`src/rtl/fetch_stage.sv`:
```
`default_nettype none
// ============================================================================
// Module      : fetch_stage
// Description : Instruction-fetch stage and IF/ID pipeline register for the
//               16-bit processor. Owns the PC, runs a request/ready
//               instruction-memory port and hands one instruction per cycle
//               to decode, handling stalls, redirects, wait states and halt.
// Ports       : clk, rst            - clock, async active-high reset
//               stall               - hold PC and IF/ID this cycle
//               redirect_valid/_pc  - taken branch/jump target from execute
//               halt_d              - decode holds a valid HALT
//               imem_req/addr       - memory request and fetch address (= pc)
//               imem_rdata/ready    - memory data and access completion
//               if_id_instr/pc_plus2/valid - IF/ID register to decode
//               halted              - fetch permanently stopped
// Revision    : 1.0 - initial release
// ============================================================================
module fetch_stage #(
    parameter logic [15:0] RESET_PC  = 16'h0000,
    parameter logic [15:0] NOP_INSTR = 16'h0800
) (
    input  logic        clk,
    input  logic        rst,
    input  logic        stall,
    input  logic        redirect_valid,
    input  logic [15:0] redirect_pc,
    input  logic        halt_d,
    input  logic [15:0] imem_rdata,
    input  logic        imem_ready,
    output logic        imem_req,
    output logic [15:0] imem_addr,
    output logic [15:0] if_id_instr,
    output logic [15:0] if_id_pc_plus2,
    output logic        if_id_valid,
    output logic        halted
);

    typedef enum logic [2:0] {
        S_FETCH   = 3'd0,   // issue request at pc (unless stalled)
        S_WAIT    = 3'd1,   // access outstanding, address held
        S_HOLD    = 3'd2,   // data arrived under stall, parked in hold_instr
        S_DRAIN   = 3'd3,   // finish a stale access, then jump to pend_pc
        S_HALTING = 3'd4,   // finish a stale access, then stop
        S_HALTED  = 3'd5    // stopped until reset
    } state_t;

    state_t      r_state_q,      w_state_d;
    logic [15:0] r_pc_q,         w_pc_d;
    logic [15:0] r_instr_q,      w_instr_d;
    logic [15:0] r_pc_plus2_q,   w_pc_plus2_d;
    logic        r_valid_q,      w_valid_d;
    logic [15:0] r_pend_pc_q,    w_pend_pc_d;
    logic [15:0] r_hold_instr_q, w_hold_instr_d;

    logic [15:0] w_pc_inc;
    logic        w_deliver;
    logic        w_bubble;
    logic [15:0] w_deliver_data;
    logic        w_req;

    // Natural 16-bit overflow gives the required wrap from 16'hFFFE to 0.
    assign w_pc_inc = r_pc_q + 16'd2;

    always_comb begin
        w_state_d      = r_state_q;
        w_pc_d         = r_pc_q;
        w_pend_pc_d    = r_pend_pc_q;
        w_hold_instr_d = r_hold_instr_q;
        w_deliver      = 1'b0;
        w_bubble       = 1'b0;
        w_deliver_data = imem_rdata;

        case (r_state_q)
            S_FETCH, S_WAIT, S_HOLD, S_DRAIN: begin
                // A same-cycle redirect squashes the halt, so halt only acts alone.
                if (halt_d && !redirect_valid) begin
                    w_bubble = 1'b1;
                    if (r_state_q == S_WAIT || r_state_q == S_DRAIN) begin
                        w_state_d = S_HALTING;
                    end else begin
                        w_state_d = S_HALTED;
                    end
                end else begin
                    case (r_state_q)
                        S_FETCH: begin
                            if (redirect_valid) begin
                                w_pc_d   = redirect_pc;
                                w_bubble = 1'b1;
                            end else if (stall) begin
                                w_state_d = S_FETCH;
                            end else if (imem_ready) begin
                                w_deliver = 1'b1;
                            end else begin
                                w_bubble  = 1'b1;
                                w_state_d = S_WAIT;
                            end
                        end
                        S_WAIT: begin
                            if (redirect_valid) begin
                                w_bubble = 1'b1;
                                if (imem_ready) begin
                                    w_pc_d    = redirect_pc;
                                    w_state_d = S_FETCH;
                                end else begin
                                    // The access at the old pc must still complete.
                                    w_pend_pc_d = redirect_pc;
                                    w_state_d   = S_DRAIN;
                                end
                            end else if (imem_ready) begin
                                if (stall) begin
                                    w_hold_instr_d = imem_rdata;
                                    w_state_d      = S_HOLD;
                                end else begin
                                    w_deliver = 1'b1;
                                    w_state_d = S_FETCH;
                                end
                            end else if (!stall) begin
                                w_bubble = 1'b1;
                            end
                        end
                        S_HOLD: begin
                            if (redirect_valid) begin
                                w_pc_d    = redirect_pc;
                                w_bubble  = 1'b1;
                                w_state_d = S_FETCH;
                            end else if (!stall) begin
                                w_deliver      = 1'b1;
                                w_deliver_data = r_hold_instr_q;
                                w_state_d      = S_FETCH;
                            end
                        end
                        S_DRAIN: begin
                            w_bubble = 1'b1;
                            if (redirect_valid) begin
                                w_pend_pc_d = redirect_pc;
                            end
                            if (imem_ready) begin
                                // The newest redirect target is the one to follow.
                                w_pc_d    = redirect_valid ? redirect_pc : r_pend_pc_q;
                                w_state_d = S_FETCH;
                            end
                        end
                        default: begin
                            w_state_d = r_state_q;
                        end
                    endcase
                end
            end
            S_HALTING: begin
                if (imem_ready) begin
                    w_state_d = S_HALTED;
                end
            end
            default: begin
                w_state_d = r_state_q;
            end
        endcase

        w_instr_d    = r_instr_q;
        w_pc_plus2_d = r_pc_plus2_q;
        w_valid_d    = r_valid_q;
        if (w_deliver) begin
            w_instr_d    = w_deliver_data;
            w_pc_plus2_d = w_pc_inc;
            w_valid_d    = 1'b1;
            w_pc_d       = w_pc_inc;
        end else if (w_bubble) begin
            w_instr_d = NOP_INSTR;
            w_valid_d = 1'b0;
        end
    end

    always_comb begin
        case (r_state_q)
            S_FETCH:                   w_req = !stall;
            S_WAIT, S_DRAIN, S_HALTING: w_req = 1'b1;
            default:                   w_req = 1'b0;
        endcase
    end

    always_ff @(posedge clk or posedge rst) begin
        if (rst) begin
            r_state_q      <= S_FETCH;
            r_pc_q         <= RESET_PC;
            r_instr_q      <= NOP_INSTR;
            r_pc_plus2_q   <= 16'h0000;
            r_valid_q      <= 1'b0;
            r_pend_pc_q    <= 16'h0000;
            r_hold_instr_q <= 16'h0000;
        end else begin
            r_state_q      <= w_state_d;
            r_pc_q         <= w_pc_d;
            r_instr_q      <= w_instr_d;
            r_pc_plus2_q   <= w_pc_plus2_d;
            r_valid_q      <= w_valid_d;
            r_pend_pc_q    <= w_pend_pc_d;
            r_hold_instr_q <= w_hold_instr_d;
        end
    end

    // Gating with rst lets reset abandon an in-flight access immediately.
    assign imem_req       = w_req && !rst;
    assign imem_addr      = r_pc_q;
    assign if_id_instr    = r_instr_q;
    assign if_id_pc_plus2 = r_pc_plus2_q;
    assign if_id_valid    = r_valid_q;
    assign halted         = (r_state_q == S_HALTED);

endmodule
`default_nettype wire

```
`config.mk`:
```
export PLATFORM = sky130hd
export DESIGN_NAME = fetch_stage
export DESIGN_NICKNAME = d
export VERILOG_FILES = /design/src/rtl/fetch_stage.sv
export SDC_FILE = /design/constraint.sdc
export NUM_CORES = 1
export LEC_CHECK = 0
export CAP_MARGIN = 20
export CORE_MARGIN = 2
export CORE_UTILIZATION = 40
export DETAILED_ROUTE_END_ITERATION = 10
export PLACE_DENSITY = 0.76
export SKIP_CTS_REPAIR_TIMING = 1
export SYNTH_ARGS = -nofsm -noshare
export SYNTH_HDL_FRONTEND = slang
export SYNTH_SLANG_ARGS = --single-unit
```
`constraint.sdc`:
```
create_clock -name clk -period 7.65 [get_ports clk]
set_input_delay 1.53 -clock clk [delete_from_list [all_inputs] [get_ports clk]]
set_output_delay 1.53 -clock clk [all_outputs]
set_load 0.05 [all_outputs]
```
==> results by group, run 1 <==
Synthesis
  • Fraction of registers with async set/reset: 100%
  • Synth top area cells: dfrtp_1, mux2i_1, mux2_2
  • Syn Inst Count: 378
  • Yosys reg bits: 84
  • Count leader, synth: dfrtp_1
  • Number of flops mapped to enable cells by yosys: 0
  • Synth area leader: dfrtp_1
  • Synth top area share: between 50% and 60%
  • Yosys warns: 0
  • Avg Inst Size Synth: 10.9 um2
  • Sequential area share after synthesis: 50.8%
  • Synthesized area: 4140 um2
  • Post-Syn Nets: 417
  • Distinct cells, synth: 49
  • Synth Flop Type: dfrtp_1
  • Most frequent cells after synthesis: dfrtp_1, nand2_1, o21ai_0, mux2i_1

Critical path
  • Critical path depth: 5
  • CP max-delay cell: clkdlybuf4s50_1
  • Delay-heaviest family, CP: buffers and inverters
  • Slowest Stage Delay on Critical Path: about 0.8 ns
  • Reg2reg start: r_state_q[1]
  • Crit. End Element: primary output
  • CP startpoint kind: input pin
  • Maximum fanout along the worst path: 7
  • CP startpoint: stall
  • Cells along the critical path: clkdlybuf4s50_1 > a21oi_1 > nand2_1 > a21oi_1 > clkdlybuf4s50_1
  • Worst Reg-to-Reg Cells: 4
  • Worst Path Arrival: 3.27 ns
  • Crit path buffers/inverters: 2
  • Setup Crit Path Kind: in -> out
  • Worst Path Required: 6.12 ns

Pwr
  • Net Sw Frac: 27.0%
  • Power Density: 171 nW/um2
  • P_sw: 0.000247 W
  • Comb pwr share: around 14%
  • Peak VDD IR: around 0.082 mV
  • Seq pwr share: between 50 and 60%
  • Clock power share: between 30% and 40%
  • Internal cell power: 0.000668 W
  • Pleak: about 2.4 nW

Worst hold path
  • Hold Path Depth: 2
  • Hold_sp: if_id_instr[11]
  • HP Class: reg -> reg

Cells and area
  • Area of the multi-input gates: 1890 um2
  • Final #Nets: 498
  • Fin cells: 599
  • Layout fillers: 890
  • Ratio of cells with drive above 1 in the final layout: between 10% and 20%
  • Layout area overhead: 29.8%
  • # diodes: 0
  • Storage element area: 2100 um2

Floorplanning
  • Die width: 106 um
  • Full die area: 11200 um2
  • Io pins: 89
  • Starting Density: 40.6%
  • Row cnt: 37
  • Die Y: 106 um
  • Core Area: 10200 um2

Timing
  • RSZ-0062 raised after global routing: no
  • Max-slew violations: 0
  • Final Worst Setup Slack: 2.85 ns
  • Worst-margin pin slew: between 0.9 and 1 ns
  • Setup TNS: 0 ns
  • Final hold vios: 0
  • Final setup viols: 0
  • Max Clock Freq: approximately 210 MHz
  • Post-layout min period: 4.80 ns
  • Final period util: 62.8%
  • Worst Clk Skew: 0.00832 ns
  • Slew HR: between 30 and 40%

Status
  • Outcome: finished, final reports clean

Placement
  • GPL Wtd Cong: 0.852
  • Placed Instances: 581
  • Pre-CTS setup slack: 2.86 ns
  • IO buf count: just under 90
  • Final HPWL DP: 6660 um

Clock network
  • Root Buffer: clkbuf_8
  • Clock slew at reported path FFs: 0.08 ns
  • CTS tree: done
  • Clock Latency Late Sink: about 0.34 ns
  • H-Tree Depth: 3
  • CTS Sinks: 84
  • Num CTS Buffers: 9
  • CTS max path bufs: 2

Global route
  • Initial antenna violation count: 0
  • Largest net degree at the start of global routing: between 80 and 90
  • GRT Overall Usage: 17.9%
  • First-pass GRT wire length: 16000 um
  • Gr ovfl total: 0
  • Vias in the first global route: 3101

Routing
  • Detailed Route Iter0 Violations: between 100 and 150
  • # DRC: 0
  • Final wirelength: approximately 9600 um
  • Vias/cell: 5.26
  • ANT nets after route: 0
  • Wire per inst: 16.0 um
  • Drt first pass iters: 4
  • Routed vias: 3151

Run
  • Maxcap violations: 0
## worst min-delay path, cell delays in order, from the launching register on
cell and delay (ns):
dfstp_2 0.37, inv_1 0.04, a32oi_1 0.05
## power by group through the flow
stage | clock network [W] | registers, W | logic (W)
after floorplan | 0 | 0.000508 | 0.0000469
after global placement | 0 | 0.000481 | 0.000127
after detailed placement | 0 | 0.000482 | 0.000130
after CTS | 0.000318 | 0.000473 | 0.000130
after global routing | 0.000340 | 0.000476 | 0.000140
final | 0.000312 | 0.000473 | 0.000131
## placed cells by master, fill, tap and decap left out, types with 2 or more instances in the layout
master           synthesis  layout
a211oi_1                 8       8
a21o_1                   4       4
a21oi_1                  6       6
a32o_1                   7       7
buf_16                   0       2
buf_4                    4       3
clkbuf_8                 0      10
clkdlybuf4s50_1          0      88
clkinv_2                 0       4
dfrtp_1                 83      83
inv_1                   10       9
mux2_2                  23      23
mux2_4                   9       9
mux2i_1                 28      28
nand2_1                 41      41
nand3_1                  5       5
nand4_1                  3       3
nor2_1                  16      16
nor2b_1                  4       4
nor3_1                  23      23
nor3_2                   4       4
nor4_1                   4       4
o21ai_0                 34      34
o31ai_1                  4       4
xnor2_1                 12      12
## final timing paths
kind,endpoint,slack [ns]
hold reg to reg,if_id_instr[11],0.46
hold / removal,if_id_instr[11],0.46
setup reg to reg,r_pend_pc_q[12],5.25
max in group asynchronous,if_id_instr[11],5.43
min in group asynchronous,r_pend_pc_q[7],1.58
setup / recovery,imem_req,2.85
## cell type report
cell class / count / area share (%)
clock buffers: 10 / 2.56
clock inverters: 5 / 0.979
inverters: 10 / 0.723
multi-input cells: 260 / 35.2
flip-flops and latches: 84 / 39.2
well taps: 136 / 3.17
repair buffers: 94 / 18.2
## metrics by stage
| stage | utilization (%) | instance area, um2 | hold WS (ns) | power, W |
|---|---|---|---|---|
| 2_1_floorplan | - | 4140 | 0.463 | 0.000555 |
| 3_3_place_gp | 50.1 | 5100 | 0.452 | 0.000608 |
| 3_5_place_dp | 50.1 | 5100 | 0.453 | 0.000611 |
| 4_1_cts | 52.0 | 5290 | 0.468 | 0.000921 |
| 5_1_grt | 52.7 | 5370 | 0.486 | 0.000956 |
| 6_report | 52.7 | 5370 | 0.465 | 0.000915 |
## sequential cells by signal, indices dropped and copies added (netlist names)
name	cells
r_hold_instr_q	16
if_id_pc_plus2	16
if_id_valid	1
r_pend_pc_q	16
if_id_instr	16
imem_addr	16
r_state_q	3
## cell families (layout without fill, tap and decap cells)
family	count (synthesis)	after routing	share of synthesized area [%]
simple gates	110	110	13.5
fa+ha+maj	1	1	0.302
xor+xnor	12	12	2.54
mux	60	60	16.3
flops	84	84	50.8
compound gates	77	77	12.2
buf+inv	34	119	4.33
## routing by layer
layer | part of all wire [%] | vias to the layer above | routed length (um) | GRT usage [%]
met3 | 3.9 | 9 | 374 | 2.66
met4 | 0.78 | 0 | 75 | 4.14
met2 | 50 | 71 | 4780 | 29.7
li1 | - | 1523 | - | -
met5 | 0 | - | 0 | 0
met1 | 45 | 1548 | 4330 | 24.8
No activity file was read; power rests on OpenSTA's default activity.
==> run 2: changes to the inputs <==
- PLACE_DENSITY: 0.76 -> 0.79
- clock period: 7.65 -> 4 ns (I/O delays scaled with it)
==> run 2 against run 1 <==
  * Critical path depth unchanged
  * Highest routed layer unchanged
  * Total power up 99%
  * Utilization about the same
  * Hold slack worse by 0.0014 ns
  * Via count up 0.95%
  * Sequential share of layout area about the same
  * Critical endpoint unchanged
  * Critical path type unchanged
  * Count of clock-buffer cells in the layout down 1
  * Combinational power up 89%
  * Register-to-register slack worse by 3.6 ns
  * Global-route usage about the same
==> results by group, run 2 (synthesized netlist as in run 1, its figures left out) <==
Status
  • Outcome: finished, final reports clean (unchanged)

Cells and area
  • # diodes: 0 (unchanged)
  • Most frequent cells in the layout: clkdlybuf4s50_1, dfrtp_1, nand2_1 (unchanged)
  • Layout area overhead: 29.7% (was 29.8%)
  • Ratio of cells with drive above 1 in the final layout: 15.0% (was 14.5%)
  • Most common cell after layout, fill and taps aside: clkdlybuf4s50_1 (unchanged)
  • Final Cell Area: 5360 um2 (was 5370 um2)
  • Final #Nets: 500 (was 498)

Global route
  • Vias in the first global route: 3174 (was 3101)
  • First-pass GRT wire length: 15900 um (was 16000 um)
  • Initial antenna violation count: 0 (unchanged)
  • Largest net degree at the start of global routing: 36 (was 85)
  • GRT Overall Usage: 17.8% (was 17.9%)
  • Gr ovfl total: 0 (unchanged)

Routing
  • Final wirelength: 9380 um (was 9560 um)
  • ANT nets after route: 0 (unchanged)
  • Drt first pass iters: 4 (unchanged)
  • Routed vias: 3181 (was 3151)
  • Vias/cell: 5.28 (was 5.26)
  • # DRC: 0 (unchanged)
  • Detailed Route Iter0 Violations: 127 (was 125)
  • Wire per inst: 15.6 um (was 16.0 um)

Floorplanning
  • Full die area: 11200 um2 (unchanged)
  • Die width: 106 um (unchanged)
  • Starting Density: 40.6% (unchanged)
  • Die Y: 106 um (unchanged)
  • Core Area: 10200 um2 (unchanged)
  • Io pins: 89 (unchanged)
  • Row cnt: 37 (unchanged)

Pwr
  • Power Density: 340 nW/um2 (was 171 nW/um2)
  • Peak VDD IR: 0.191 mV (was 0.0821 mV)
  • Pleak: 2.39 nW (was 2.40 nW)

Timing
  • Slew HR: 37.8% (was 39.7%)
  • Worst Clk Skew: 0.00851 ns (was 0.00832 ns)
  • Post-layout min period: 3.35 ns
  • Setup TNS: 0 ns (unchanged)
  • Final hold vios: 0 (unchanged)
  • RSZ-0062 raised after global routing: no (unchanged)
  • Worst-margin pin slew: 0.931 ns (was 0.902 ns)
  • Max-slew violations: 0 (unchanged)
  • Final setup viols: 0 (unchanged)
  • Final period util: 83.8%
  • Max Clock Freq: 298 MHz

Critical path
  • CP startpoint kind: input pin (unchanged)
  • Maximum fanout along the worst path: 7 (unchanged)
  • Worst Path Arrival: 2.55 ns (was 3.27 ns)
  • Crit. End Element: primary output (unchanged)
  • Setup Crit Path Kind: in -> out (unchanged)
  • Worst Path Required: 3.20 ns (was 6.12 ns)

Clock network
  • Clock Latency Late Sink: 0.35 ns (was 0.34 ns)
  • Root Buffer: clkbuf_8 (unchanged)
  • CTS max path bufs: 2 (unchanged)
  • Clock slew at reported path FFs: 0.08 ns (about the same)
  • CTS Sinks: 84 (unchanged)
  • CTS tree: done (unchanged)
  • Num CTS Buffers: 9 (unchanged)
  • H-Tree Depth: 3 (unchanged)

Placement
  • GPL Wtd Cong: 0.859 (was 0.852)
  • Final HPWL DP: 6870 um (was 6660 um)
  • Area post-placement: 5140 um2 (was 5100 um2)
  • IO buf count: 88 (unchanged)

Worst hold path
  • HP Class: reg -> reg (unchanged)

Run
  • Maxcap violations: 0 (unchanged)
[run 2: critical path: stages]
cell,delay (ns)
clkdlybuf4s50_1,0.54
a21oi_1,0.19
nand2_1,0.06
a21oi_1,0.14
clkdlybuf4s50_1,0.81
[run 2: stage by stage]
| step | std cells | hold slack (ns) | total power (W) | utilization (%) | setup WS [ns] |
|---|---|---|---|---|---|
| after floorplan | 378 | 0.463 | 0.00106 | - | 1.04 |
| after global placement | 586 | 0.453 | 0.00116 | 50.5 | 0.666 |
| after detailed placement | 586 | 0.450 | 0.00117 | 50.5 | 0.664 |
| after CTS | 602 | 0.466 | 0.00184 | 52.7 | 0.649 |
| after global routing | 602 | 0.491 | 0.00190 | 52.7 | 0.553 |
| final | 602 | 0.463 | 0.00183 | 52.7 | 0.650 |
[run 2: layout make-up]
type                    count  area (um2)
clock buffers               9         124
clock inverters             7         100
fillers                   921        4820
inverters                  10        38.8
multi-input cells         260        1890
flip-flops and latches     84        2100
well taps                 136         170
repair buffers             96         941
[run 2: metal layers]
metal	up-vias	share of wire [%]	GRT usage, %
li1	1530	-	-
met1	1547	45	23.8
met2	90	49	28.9
met3	14	4.7	4.45
met4	0	1.7	4.98
met5	-	0	0
[run 2: final timing paths]
| kind | startpoint | endpoint | slack [ns] | cells after the start |
|---|---|---|---|---|
| max in group asynchronous | rst | if_id_instr[11] | 2.43 | 3 |
| max | stall | imem_req | 0.65 | 5 |
| min in group asynchronous | rst | r_pend_pc_q[7] | 0.77 | 2 |
| max reg2reg | r_state_q[1] | imem_addr[1] | 1.69 | 4 |
| min reg2reg | if_id_instr[11] | if_id_instr[11] | 0.46 | 2 |
| min | if_id_instr[11] | if_id_instr[11] | 0.46 | 2 |
[run 2: where the power goes]
| part | internal (W) | total (W) | switching, W | leakage, nW |
|---|---|---|---|---|
| Clock | 0.000355 | 0.000674 | 0.000320 | 0.102 |
| Combinational | 0.000103 | 0.000247 | 0.000144 | 1.17 |
| Sequential | 0.000874 | 0.000904 | 0.0000303 | 1.12 |
